File: src/rtl/rv_isa_pkg.sv
// Shared RV32I encoder definitions: instruction formats, base opcodes and immediate range limits.
// Used by the instruction encoder and its output queue.
package rv_isa_pkg;

  typedef enum logic [2:0] {
    FMT_R     = 3'd0,
    FMT_I     = 3'd1,
    FMT_S     = 3'd2,
    FMT_B     = 3'd3,
    FMT_U     = 3'd4,
    FMT_J     = 3'd5,
    FMT_SHAMT = 3'd6,
    FMT_ILL   = 3'd7
  } fmt_e;

  localparam logic [6:0] OP_LUI    = 7'h37;
  localparam logic [6:0] OP_AUIPC  = 7'h17;
  localparam logic [6:0] OP_JAL    = 7'h6F;
  localparam logic [6:0] OP_JALR   = 7'h67;
  localparam logic [6:0] OP_BRANCH = 7'h63;
  localparam logic [6:0] OP_LOAD   = 7'h03;
  localparam logic [6:0] OP_STORE  = 7'h23;
  localparam logic [6:0] OP_IMM    = 7'h13;
  localparam logic [6:0] OP_REG    = 7'h33;
  localparam logic [6:0] OP_FENCE  = 7'h0F;

  localparam int IMM12_MIN = -2048;
  localparam int IMM12_MAX = 2047;
  localparam int BIMM_MIN  = -4096;
  localparam int BIMM_MAX  = 4094;
  localparam int JIMM_MIN  = -1048576;
  localparam int JIMM_MAX  = 1048574;
  localparam int SHAMT_MAX = 31;

endpackage

File: src/rtl/rv_enc_fifo.sv
// Encoder output queue of {addr,instr} words; head visible the cycle after the first push, zero when empty.
// Push is only legal when not full (caller gates on o_full); pop when not empty.
module rv_enc_fifo #(
  parameter int DEPTH = 4,
  parameter int WIDTH = 64
) (
  input  logic             clk,
  input  logic             reset,
  input  logic             i_push,
  input  logic [WIDTH-1:0] i_push_dat,
  input  logic             i_pop,
  output logic             o_full,
  output logic             o_empty,
  output logic [WIDTH-1:0] o_head_dat
);

  localparam int AW = $clog2(DEPTH);

  logic [WIDTH-1:0] r_mem [DEPTH];
  logic [AW:0]      r_wr_ptr;
  logic [AW:0]      r_rd_ptr;

  // Extra pointer bit distinguishes full from empty when indices match.
  assign o_empty    = (r_wr_ptr == r_rd_ptr);
  assign o_full     = (r_wr_ptr[AW] != r_rd_ptr[AW]) &&
                      (r_wr_ptr[AW-1:0] == r_rd_ptr[AW-1:0]);
  assign o_head_dat = o_empty ? '0 : r_mem[r_rd_ptr[AW-1:0]];

  always_ff @(posedge clk) begin
    if (reset) begin
      r_wr_ptr <= '0;
      r_rd_ptr <= '0;
    end else begin
      if (i_push) r_wr_ptr <= r_wr_ptr + 1'b1;
      if (i_pop)  r_rd_ptr <= r_rd_ptr + 1'b1;
    end
  end

  always_ff @(posedge clk) begin
    if (i_push) r_mem[r_wr_ptr[AW-1:0]] <= i_push_dat;
  end

endmodule

File: src/rtl/rv_instr_encoder.sv
// RV32I field-bundle encoder: combinational encode, address tag, queued in rv_enc_fifo; 1-cycle latency, in_ready = !full.
// Optional immediate range rejection when ENCODER_RANGE_CHECK_EN is defined; otherwise immediates truncate.
module rv_instr_encoder
  import rv_isa_pkg::*;
#(
  parameter int          DEPTH      = 4,
  parameter logic [31:0] RESET_ADDR = 32'h0000_0000
) (
  input  logic        clk,
  input  logic        reset,
  input  logic        in_valid,
  output logic        in_ready,
  input  logic [2:0]  in_fmt,
  input  logic [6:0]  in_opcode,
  input  logic [2:0]  in_funct3,
  input  logic [6:0]  in_funct7,
  input  logic [4:0]  in_rd,
  input  logic [4:0]  in_rs1,
  input  logic [4:0]  in_rs2,
  input  logic [31:0] in_imm,
  input  logic        addr_load,
  input  logic [31:0] addr_in,
  output logic        out_valid,
  input  logic        out_ready,
  output logic [31:0] out_instr,
  output logic [31:0] out_addr,
  output logic [7:0]  err_count
);

  fmt_e        w_fmt;
  logic [31:0] w_instr;
  logic        w_range_bad;
  logic        w_full;
  logic        w_empty;
  logic        w_accept;
  logic        w_reject;
  logic        w_push;
  logic        w_pop;
  logic [31:0] w_tag_addr;
  logic [63:0] w_head_dat;
  logic [31:0] r_addr;
  logic [7:0]  r_err;

  assign w_fmt = fmt_e'(in_fmt);

  always_comb begin
    w_instr = '0;
    case (w_fmt)
      FMT_R:     w_instr = {in_funct7, in_rs2, in_rs1, in_funct3, in_rd, in_opcode};
      FMT_I:     w_instr = {in_imm[11:0], in_rs1, in_funct3, in_rd, in_opcode};
      FMT_S:     w_instr = {in_imm[11:5], in_rs2, in_rs1, in_funct3, in_imm[4:0], in_opcode};
      FMT_B:     w_instr = {in_imm[12], in_imm[10:5], in_rs2, in_rs1, in_funct3,
                            in_imm[4:1], in_imm[11], in_opcode};
      FMT_U:     w_instr = {in_imm[31:12], in_rd, in_opcode};
      FMT_J:     w_instr = {in_imm[20], in_imm[10:1], in_imm[11], in_imm[19:12], in_rd, in_opcode};
      FMT_SHAMT: w_instr = {in_funct7, in_imm[4:0], in_rs1, in_funct3, in_rd, in_opcode};
      default:   w_instr = '0;
    endcase
  end

`ifdef ENCODER_RANGE_CHECK_EN
  logic signed [31:0] w_imm_s;
  assign w_imm_s = $signed(in_imm);

  always_comb begin
    w_range_bad = 1'b0;
    case (w_fmt)
      FMT_I, FMT_S: w_range_bad = (w_imm_s < IMM12_MIN) || (w_imm_s > IMM12_MAX);
      FMT_B:        w_range_bad = (w_imm_s < BIMM_MIN) || (w_imm_s > BIMM_MAX) || in_imm[0];
      FMT_J:        w_range_bad = (w_imm_s < JIMM_MIN) || (w_imm_s > JIMM_MAX) || in_imm[0];
      FMT_U:        w_range_bad = |in_imm[11:0];
      FMT_SHAMT:    w_range_bad = (w_imm_s < 0) || (w_imm_s > SHAMT_MAX);
      default:      w_range_bad = 1'b0;
    endcase
  end
`else
  assign w_range_bad = 1'b0;
`endif

  assign in_ready   = !w_full;
  assign w_accept   = in_valid && in_ready;
  assign w_reject   = w_accept && ((w_fmt == FMT_ILL) || w_range_bad);
  assign w_push     = w_accept && !w_reject;
  assign w_pop      = out_valid && out_ready;
  // A same-cycle reload tags the accepted bundle with the new address.
  assign w_tag_addr = addr_load ? addr_in : r_addr;

  always_ff @(posedge clk) begin
    if (reset) begin
      r_addr <= RESET_ADDR;
      r_err  <= '0;
    end else begin
      if (w_push)         r_addr <= w_tag_addr + 32'd4;
      else if (addr_load) r_addr <= addr_in;
      if (w_reject && (r_err != 8'hFF)) r_err <= r_err + 8'd1;
    end
  end

  rv_enc_fifo #(
    .DEPTH (DEPTH),
    .WIDTH (64)
  ) u_fifo (
    .clk        (clk),
    .reset      (reset),
    .i_push     (w_push),
    .i_push_dat ({w_tag_addr, w_instr}),
    .i_pop      (w_pop),
    .o_full     (w_full),
    .o_empty    (w_empty),
    .o_head_dat (w_head_dat)
  );

  assign out_valid = !w_empty;
  assign out_addr  = w_head_dat[63:32];
  assign out_instr = w_head_dat[31:0];
  assign err_count = r_err;

endmodule

File: config.mk
export PLATFORM = sky130hd
export DESIGN_NAME = rv_instr_encoder
export DESIGN_NICKNAME = d
export VERILOG_FILES = /design/src/rtl/rv_isa_pkg.sv /design/src/rtl/rv_enc_fifo.sv /design/src/rtl/rv_instr_encoder.sv
export SDC_FILE = /design/constraint.sdc
export NUM_CORES = 1
export LEC_CHECK = 0
export CAP_MARGIN = 25
export CORE_MARGIN = 5
export CORE_UTILIZATION = 50
export CTS_CLUSTER_SIZE = 16
export DETAILED_ROUTE_END_ITERATION = 8
export PLACE_DENSITY_LB_ADDON = 0.05
export SYNTH_ARGS = -nofsm -noshare
export SYNTH_HDL_FRONTEND = slang
export SYNTH_SLANG_ARGS = --single-unit
File: constraint.sdc
create_clock -name clk -period 3.35 [get_ports clk]
set_input_delay 0.335 -clock clk [delete_from_list [all_inputs] [get_ports clk]]
set_output_delay 0.335 -clock clk [all_outputs]
set_load 0.05 [all_outputs]
=== Word-level counts from Yosys, hierarchy flattened ===
Memories as Yosys holds them, arrays and structs flattened. A register that Yosys moved wholly into a read port is not among the register bits.
Index checks and enable logic that the tools add are counted.

* Input port bits: 104
* RAM bits: 256
* Memories: 1
* Bits in registers: 46

* Eq/ne operators: 11
* Muxes and demuxes: 8
* $add $sub $neg: 4
* Reduce and logical (&&, ||, !) cells: 10

{| class="wikitable"
|+ Memory list
! name !! depth !! width !! rd ports !! clocked after memory_dff !! wr ports !! RTL line !! text
|-
| u_fifo.r_mem || 4 || 64 || 1 || 1 || 1 || rv_enc_fifo.sv:19 || <nowiki>logic [WIDTH-1:0] r_mem [DEPTH];</nowiki>
|}

{| class="wikitable"
|+ Operators with widths
! kind !! count
|-
| case mux 32 bit (7 select lines) || 1
|-
| two-way mux 32 bit || 2
|-
| two-way mux 64 bit || 1
|-
| adder 32 x 3 -> 32 bit, second input constant || 1
|-
| equality test 3 bit, second input constant || 4
|-
| adder 8 x 1 -> 8 bit, second input constant || 1
|-
| inequality test 8 bit, second input constant || 1
|-
| adder 3 x 1 -> 3 bit, second input constant || 2
|-
| equality test 3 x 2 -> 1 bit, second input constant || 2
|-
| logical AND 1 bit || 6
|-
| two-way mux 2 bit || 2
|-
| equality test 3 x 1 -> 1 bit, second input constant || 1
|-
| equality test 3 bit || 1
|-
| zero test 1 bit || 3
|-
| zero test 3 bit || 1
|-
| equality test 2 bit || 1
|-
| two-way mux 1 bit || 2
|-
| inequality test 1 bit || 1
|}

=== Logic depth before layout (Yosys ltp) ===
* Depth in word-level cells: 9
* Depth in mapped cells: 12
* Mapped depth without buffers: 7

=== Hierarchy ===
Synthesis repeated with hierarchy kept, for this count alone.

* Cells, all modules: 845
* Area, all modules: 13476.7 µm²

{| class="wikitable"
|+ By module, submodules not included
! module !! cells an instance !! times used !! area an instance (µm²)
|-
| rv_enc_fifo || 460 || 1 || 10307.4
|-
| rv_instr_encoder || 385 || 1 || 3169.3
|}

=== Worst setup path after synthesis ===
Ideal clock, no wire load.

* Kind: input to register
* Start point: in in_fmt[2]
* End point: mem u_fifo.r_mem[1][0] (enable)
* Stages: 6
* Path slack: -185 ps
* Buffers on the path: 3
* Arrival: 3107 ps
* Cells stage by stage: clkbuf_1 nand3_1 o311a_1 clkbuf_1 buf_1 and2_1

* Word-level cells in the longest chain between the ends: 6

{| class="wikitable"
|+ RTL lines
! what !! RTL line !! text
|-
| start: declaration || rv_instr_encoder.sv:13 || <nowiki>input logic [2:0] in_fmt,</nowiki>
|-
| equality test 3 bit || rv_instr_encoder.sv:82 || <nowiki>assign w_reject = w_accept && ((w_fmt == FMT_ILL) || w_range_bad);</nowiki>
|-
| logical AND 1 bit || rv_instr_encoder.sv:82 ||
|-
| zero test 1 bit || rv_instr_encoder.sv:83 || <nowiki>assign w_push = w_accept && !w_reject;</nowiki>
|-
| logical AND 1 bit || rv_instr_encoder.sv:83 ||
|-
| two-way mux 1 bit || rv_enc_fifo.sv:40 || <nowiki>if (i_push) r_mem[r_wr_ptr[AW-1:0]] <= i_push_dat;</nowiki>
|-
| two-way mux 1 bit (not written as such) || rv_enc_fifo.sv:40 ||
|-
| end: declaration || rv_enc_fifo.sv:19 ||
|}

Every way passes these cells.

=== Worst setup path in the final report ===
* Start point: reg u_fifo.r_wr_ptr[0]
* End point: out out_valid

* Word-level cells in the longest chain between the ends: 2

{| class="wikitable"
|+ RTL lines
! what !! RTL line !! text
|-
| start: declaration || rv_enc_fifo.sv:20 || <nowiki>logic [AW:0] r_wr_ptr;</nowiki>
|-
| start signal: assignment || rv_enc_fifo.sv:34 || <nowiki>if (i_push) r_wr_ptr <= r_wr_ptr + 1'b1;</nowiki>
|-
| equality test 3 bit || rv_enc_fifo.sv:24 || <nowiki>assign o_empty = (r_wr_ptr == r_rd_ptr);</nowiki>
|-
| zero test 1 bit || rv_instr_encoder.sv:113 || <nowiki>assign out_valid = !w_empty;</nowiki>
|-
| end: declaration || rv_instr_encoder.sv:23 || <nowiki>output logic out_valid,</nowiki>
|}

Every way passes these cells.

==> results_dict.tcl <==
set metrics [dict create \
    period_minus_slack_ns 3.098 \
    power_leakage_nw 5.576 \
    cp.required_ns 3.01 \
    fin_util_pct 61.90 \
    h-tree-depth 1 \
    clock_skew_ns 0.01249 \
    worst_slack_ns 0.2520 \
    synthArstFlopShare_pct 0 \
    final_nets 1143 \
    fp-row-count 59 \
    drive_gt1_share_pct 21.48 \
    cp-start-kind "flip-flop" \
    grt-ovfl-total 0 \
    grt_max_degree 65 \
    die-area_mm2 0.02963 \
    ant_nets 0 \
    die_h_um 172.1 \
    layout_commonest_cell "edfxtp_1" \
    route.detailed.drc 0 \
    syn_avg_cell_area_um2 15.41 \
    cts_sinks 304 \
    wl_per_cell_um 20.65 \
    dp_slack_ns 0.5649 \
    finalWirelength_um 28740 \
    hold_viol_final 0 \
    track_usage_pct 19.16 \
    yosys.area.top_type "edfxtp_1" \
    cts_buffers 31 \
    synthFlopType "edfxtp_1" \
    syn_area_mm2 0.01314 \
    synth_top_area_share_pct 58.49 \
    die_w_um 172.1 \
    synth.area.top_cells "edfxtp_1 58%, mux4_2 11%, dfxtp_1 7.3%" \
    r2r_slack_ns 1.00 \
    cts_tree "yes" \
    rsz0062_at_grt "false" \
    seq_area_frac_synth_pct 65.80 \
    placedCellCount 1334 \
    clk_pin_slew_ns 0.06 \
    whs_ns 0.2873 \
    syn2layout_area_growth_pct 22.38 \
    cp-end-kind "primary output" \
    core_mm2 0.02598 \
    slew-limit-headroom_pct 27.85 \
    cts_resized 0 \
    setup_viol 0 \
    postCtsSetupBuffers 0 \
    crit_path_top_delay_cell "clkdlybuf4s50_1" \
    p_per_area_mw_per_mm2 656.4 \
    cp.arrival_ns 2.76 \
    holdBufCountCts 0 \
    tns_ns 0 \
    critPathMaxStageDelay_ns 0.93 \
    synth_edf_count 256 \
    maxCapViolCount 0 \
    start_util_pct 50.58 \
    path_cells "xor2_1 > or3b_2 > clkdlybuf4s50_1" \
    cts_buffer_depth 3 \
    criticalPathCategory "flip-flop to primary output" \
    clkLatencyLatePin_ns 0.54 \
    ys_ff_latch 304 \
    drt_iter0_drc 577 \
    synth_nets 964 \
    dr_total_vias 7858 \
    antenna_found_initial 0 \
    layout_common_cells "256 x edfxtp_1, 111 x clkdlybuf4s50_1, 76 x and2_1, 76 x buf_4, 64 x mux4_2" \
    timing.fmax_mhz 322.8 \
    grt_pass1_wl_um 44310 \
    peakVddDrop_uv 491.5 \
    tightestPinTransition_ns 1.073 \
    slew_viol_final 0 \
    cts-root-buf "clkbuf_16" \
    synth_cell_types 53 \
    ios 178 \
    hold_path.class "primary input to flip-flop" \
    post-dp-hpwl_um 18360 \
    diodes 0 \
    ys_warn_count 0 \
    whs_path_depth 2 \
    io_buffers 177 \
    rr_worst_depth 3 \
    gp_congestion 0.7807 \
    design_area_mm2 0.01609 \
    finalPower_mw 10.56 \
    grt_pass1_vias 7995 \
    fin_crit_sh_pct 92.48 \
    syn_inst 853 \
    dr.pass1.iters 5 \
    cp_max_fo 23 \
    viasPerCell 5.645 \
    placed_cell_area_mm2 0.01518 \
    run_status "complete, no violations" \
    fin_cells 1392 \
]
report_power, final:
group | switching [mW] | internal (mW)
registers | 0.110 | 4.35
clock network | 1.32 | 1.76
logic | 1.89 | 1.13
total | 3.32 | 7.24
area by class of cell:
class,instances,area (um2)
Clock buffer,50,867.1
Clock inverter,8,38.79
Fill cell,2003,9899
Inverter,18,67.56
Multi-Input combinational cell,483,4230
Sequential cell,304,8656
Tap cell,335,419.2
Timing Repair Buffer,194,1807
synth_stat cells (all sizes together) (4+ instances only):
cell	number
mux4	64
nand4b	4
nand2	34
o21ai	23
a22oi	4
mux2	30
a22o	12
buf	17
nor2	41
a21oi	32
inv	18
a31oi	12
edfxtp	256
nor4	6
xnor2	13
ha	7
nand4	10
mux2i	15
and2	80
xor2	8
nor2b	8
and3	5
and4	8
clkbuf	31
dfxtp	48
nand3b	8
nor3	15
nand3	19
cell families after synthesis:
family,count (synthesis),share of synthesized area (%)
flip-flops,304,65.80
AND/OR/NAND/NOR,247,10.58
multiplexers,109,14.68
AO/OA/AOI/OAI,99,4.788
buffers and inverters,66,2.094
XOR/XNOR,21,1.399
adder cells (fa/ha/maj),7,0.6663
final timing paths:
kind	from	end
worst min register to register	err_count[1]$_SDFFE_PP0P_	err_count[1]$_SDFFE_PP0P_
worst min-delay path	reset	r_addr[9]$_SDFF_PP0_
worst max-delay path	u_fifo.r_wr_ptr[0]$_SDFFE_PP0P_	out_valid
worst max register to register	u_fifo.r_wr_ptr[0]$_SDFFE_PP0P_	u_fifo.r_mem[0][28]$_DFFE_PP_
registers in the layout, summed over array words and instances, names as in the netlist, named ones only:
signal	flops
err_count	8
u_fifo.r_mem	256
r_addr	32
u_fifo.r_rd_ptr	3
u_fifo.r_wr_ptr	3
critical path, delay by kind of cell, from the launching register on:
kind                      cells  cell delay (ns)
DFF                           1             0.45
buffers and inverters         1             0.93
xor gates and xnor gates      1             0.27
and+or+nand+nor               1             0.57
per-layer routing:
layer	GRT usage, %	part of all wire, %	vias up	routed length, um
met3	3.246	7.0	22	2014
met1	27.40	43	3943	12500
li1	-	-	3662	-
met5	0	0	-	0
met2	31.74	48	231	13940
met4	3.486	1.0	0	295
Power figures use the tool's default switching activity.
==> patch, RTL diff (same flow settings) <==
Add a define of `ENCODER_RANGE_CHECK_EN`.
--- a/src/rtl/rv_instr_encoder.sv
+++ b/src/rtl/rv_instr_encoder.sv
@@ -1,5 +1,7 @@
 // RV32I field-bundle encoder: combinational encode, address tag, queued in rv_enc_fifo; 1-cycle latency, in_ready = !full.
 // Optional immediate range rejection when ENCODER_RANGE_CHECK_EN is defined; otherwise immediates truncate.
+`define ENCODER_RANGE_CHECK_EN
+
 module rv_instr_encoder
   import rv_isa_pkg::*;
 #(
Formal check against the unedited RTL: not equivalent (a bounded check fails within 4 cycles, from zero or initial values and one cycle with reset high).
==> patch against the unedited design <==
- sequential share of layout area decreased by 3.6 points
- sequential cell count unchanged
- synthesized area increased by 2.1%
- worst setup slack improved by 8.7 ps
- design area increased by 7.1%
- routed wire length increased by 12%
- cell count increased by 5.6%
- count of clock-buffer cells in the layout decreased by 9
- critical path type unchanged
Power is not compared: it rests on default switching activity, and its combinational part moved more than twofold at a synthesized area within 25%.
==> patch: results (changes against the unedited design) <==
[outcome]
status = finished, final reports clean  ; unchanged

[placed_design]
place_area_um2 = 16100  ; was 15,200 um2
pre_cts_ws_ps = 20.4  ; was 565 ps
dp_hpwl_um = 22200  ; was 18,400 um
dpl.cell_count = 1414  ; was 1,334
place_congestion = 0.829  ; was 0.781
port_buffers = 177  ; unchanged

[final_layout]
fin_cells = 1470  ; was 1,392
antenna_cells = 0  ; unchanged
layout-drive-gt1-share = 0.205  ; was 0.215
largest_reg_flops = 256  ; unchanged
fin_nets = 1216  ; was 1,143

[global_routing]
antenna_found_initial = 0  ; unchanged
track_usage = 0.209  ; was 0.192
grt_pass1_vias = 8670  ; was 7,995
grt_max_degree = 44  ; was 65
grt_pass1_wl_um = 50000  ; was 44,300 um

[detailed_routing]
wirelength_um = 32200  ; was 28,700 um
first_pass_iters = 5  ; unchanged
drt_iter0_drc = 680  ; was 577
vias = 8509  ; was 7,858

[synth]
synth_edf_count = 256  ; unchanged
yosys_warnings = 0  ; unchanged
synthesis.nets = 994  ; was 964
avgSynthCellArea_um2 = 15.2  ; was 15.4 um2
synthArstFlopShare = 0  ; unchanged
ys_seq_area_frac = 0.645  ; was 0.658
synth.distinct_cells = 66  ; was 53
synth_area_leaders = edfxtp_1 57%, mux4_2 11%, dfxtp_1 7.2%, and2_1 3.7%, mux2_2 2.4%  ; was edfxtp_1 58%, mux4_2 11%, dfxtp_1 7.3%, and2_1 3.8%, mux2_2 2.6%
yosys-top-cells-count = 256 x edfxtp_1, 80 x and2_1, 64 x mux4_2  ; unchanged

[clocking]
clk_latency_ps = 550
htree_levels = 1  ; unchanged
cts_inserted_buffers = 30  ; was 31
clk_path_buf_depth = 3  ; unchanged
clkTransAtPathRegs_ps = 60  ; about the same
cts-root-buf = clkbuf_16  ; unchanged

[hold_path]
hold_start = addr_load  ; was reset
hp-class = in2reg  ; unchanged

[critical_path]
r2r_start = u_fifo.r_wr_ptr[1]$_SDFFE_PP0P_  ; was u_fifo.r_wr_ptr[0]$_SDFFE_PP0P_
critPathLaunchType = register  ; unchanged
critPathMaxFanout = 15  ; was 23
arrival_ps = 2750  ; was 2760 ps

[sta]
finalClockSkew_ps = 17.6  ; was 12.5 ps
worst_slew_pin_slew_ps = 770  ; was 1070 ps

[pwr]
p_leak_nw = 6.74
peakVddDrop_v = 0.000466

patch: cell types whose count changed in the layout (fill, tap and decap cells not counted), moves of 6 or more:
cell	unedited run	this run
buf_4	76	47
dlymetal6s2s_1	0	55
a31oi_1	12	5
buf_12	3	17
and3_1	5	13
nand3b_1	8	1
inv_1	18	12
xnor2_1	13	5
clkdlybuf4s50_1	111	121
or4_1	2	12
nor3b_1	0	6
clkbuf_1	17	7
patch: layout make-up:
class | instances | area (um2)
fill | 1901 | 9420
sequential | 304 | 8660
multi-input combinational | 514 | 4530
timing repair buffer | 241 | 2600
clock buffer | 41 | 832
tap | 341 | 427
clock inverter | 15 | 141
inverter | 14 | 52.6
patch: power by group:
| part | internal (mW) | switching, mW | total, mW |
|---|---|---|---|
| clock | 1.90 | 1.38 | 3.27 |
| sequential | 4.19 | 0.0368 | 4.23 |
| combinational | 0.567 | 0.790 | 1.36 |
patch: path summary, 6_finish.rpt:
| kind | end | slack [ps] | cells after the start |
|---|---|---|---|
| worst max-delay path | out_addr[22] | 260 | 4 |
| worst min register to register | err_count[4]$_SDFFE_PP0P_ | 510 | 2 |
| worst max register to register | r_addr[29]$_SDFF_PP0_ | 500 | 9 |
| worst min-delay path | u_fifo.r_mem[1][34]$_DFFE_PP_ | 490 | 2 |
patch: cell families after synthesis:
group                      share of synthesized area
xor gates and xnor gates                     0.00653
buffers and inverters                         0.0197
muxes                                          0.147
adders and majority gates                    0.00653
DFF                                            0.645
AOI/OAI and AO/OA                             0.0598
and+or+nand+nor                                0.116
patch: routing by layer:
| layer | global-route usage | share of wire | up-vias |
|---|---|---|---|
| li1 | - | - | 3934 |
| met1 | 0.298 | 0.44 | 4262 |
| met2 | 0.345 | 0.48 | 274 |
| met3 | 0.0342 | 0.059 | 39 |
| met4 | 0.0419 | 0.015 | 0 |
| met5 | 0 | 0 | - |
patch: worst max-delay path, stage by stage, from the launching register on:
cell	delay, ps
dfxtp_4	560
buf_12	230
mux4_2	500
and2_1	200
clkdlybuf4s50_1	710
patch: what timing repair did:
action	CTS	global route
buffers inserted	0	0
setup endpoints to repair	0	55
gates resized for setup	0	55
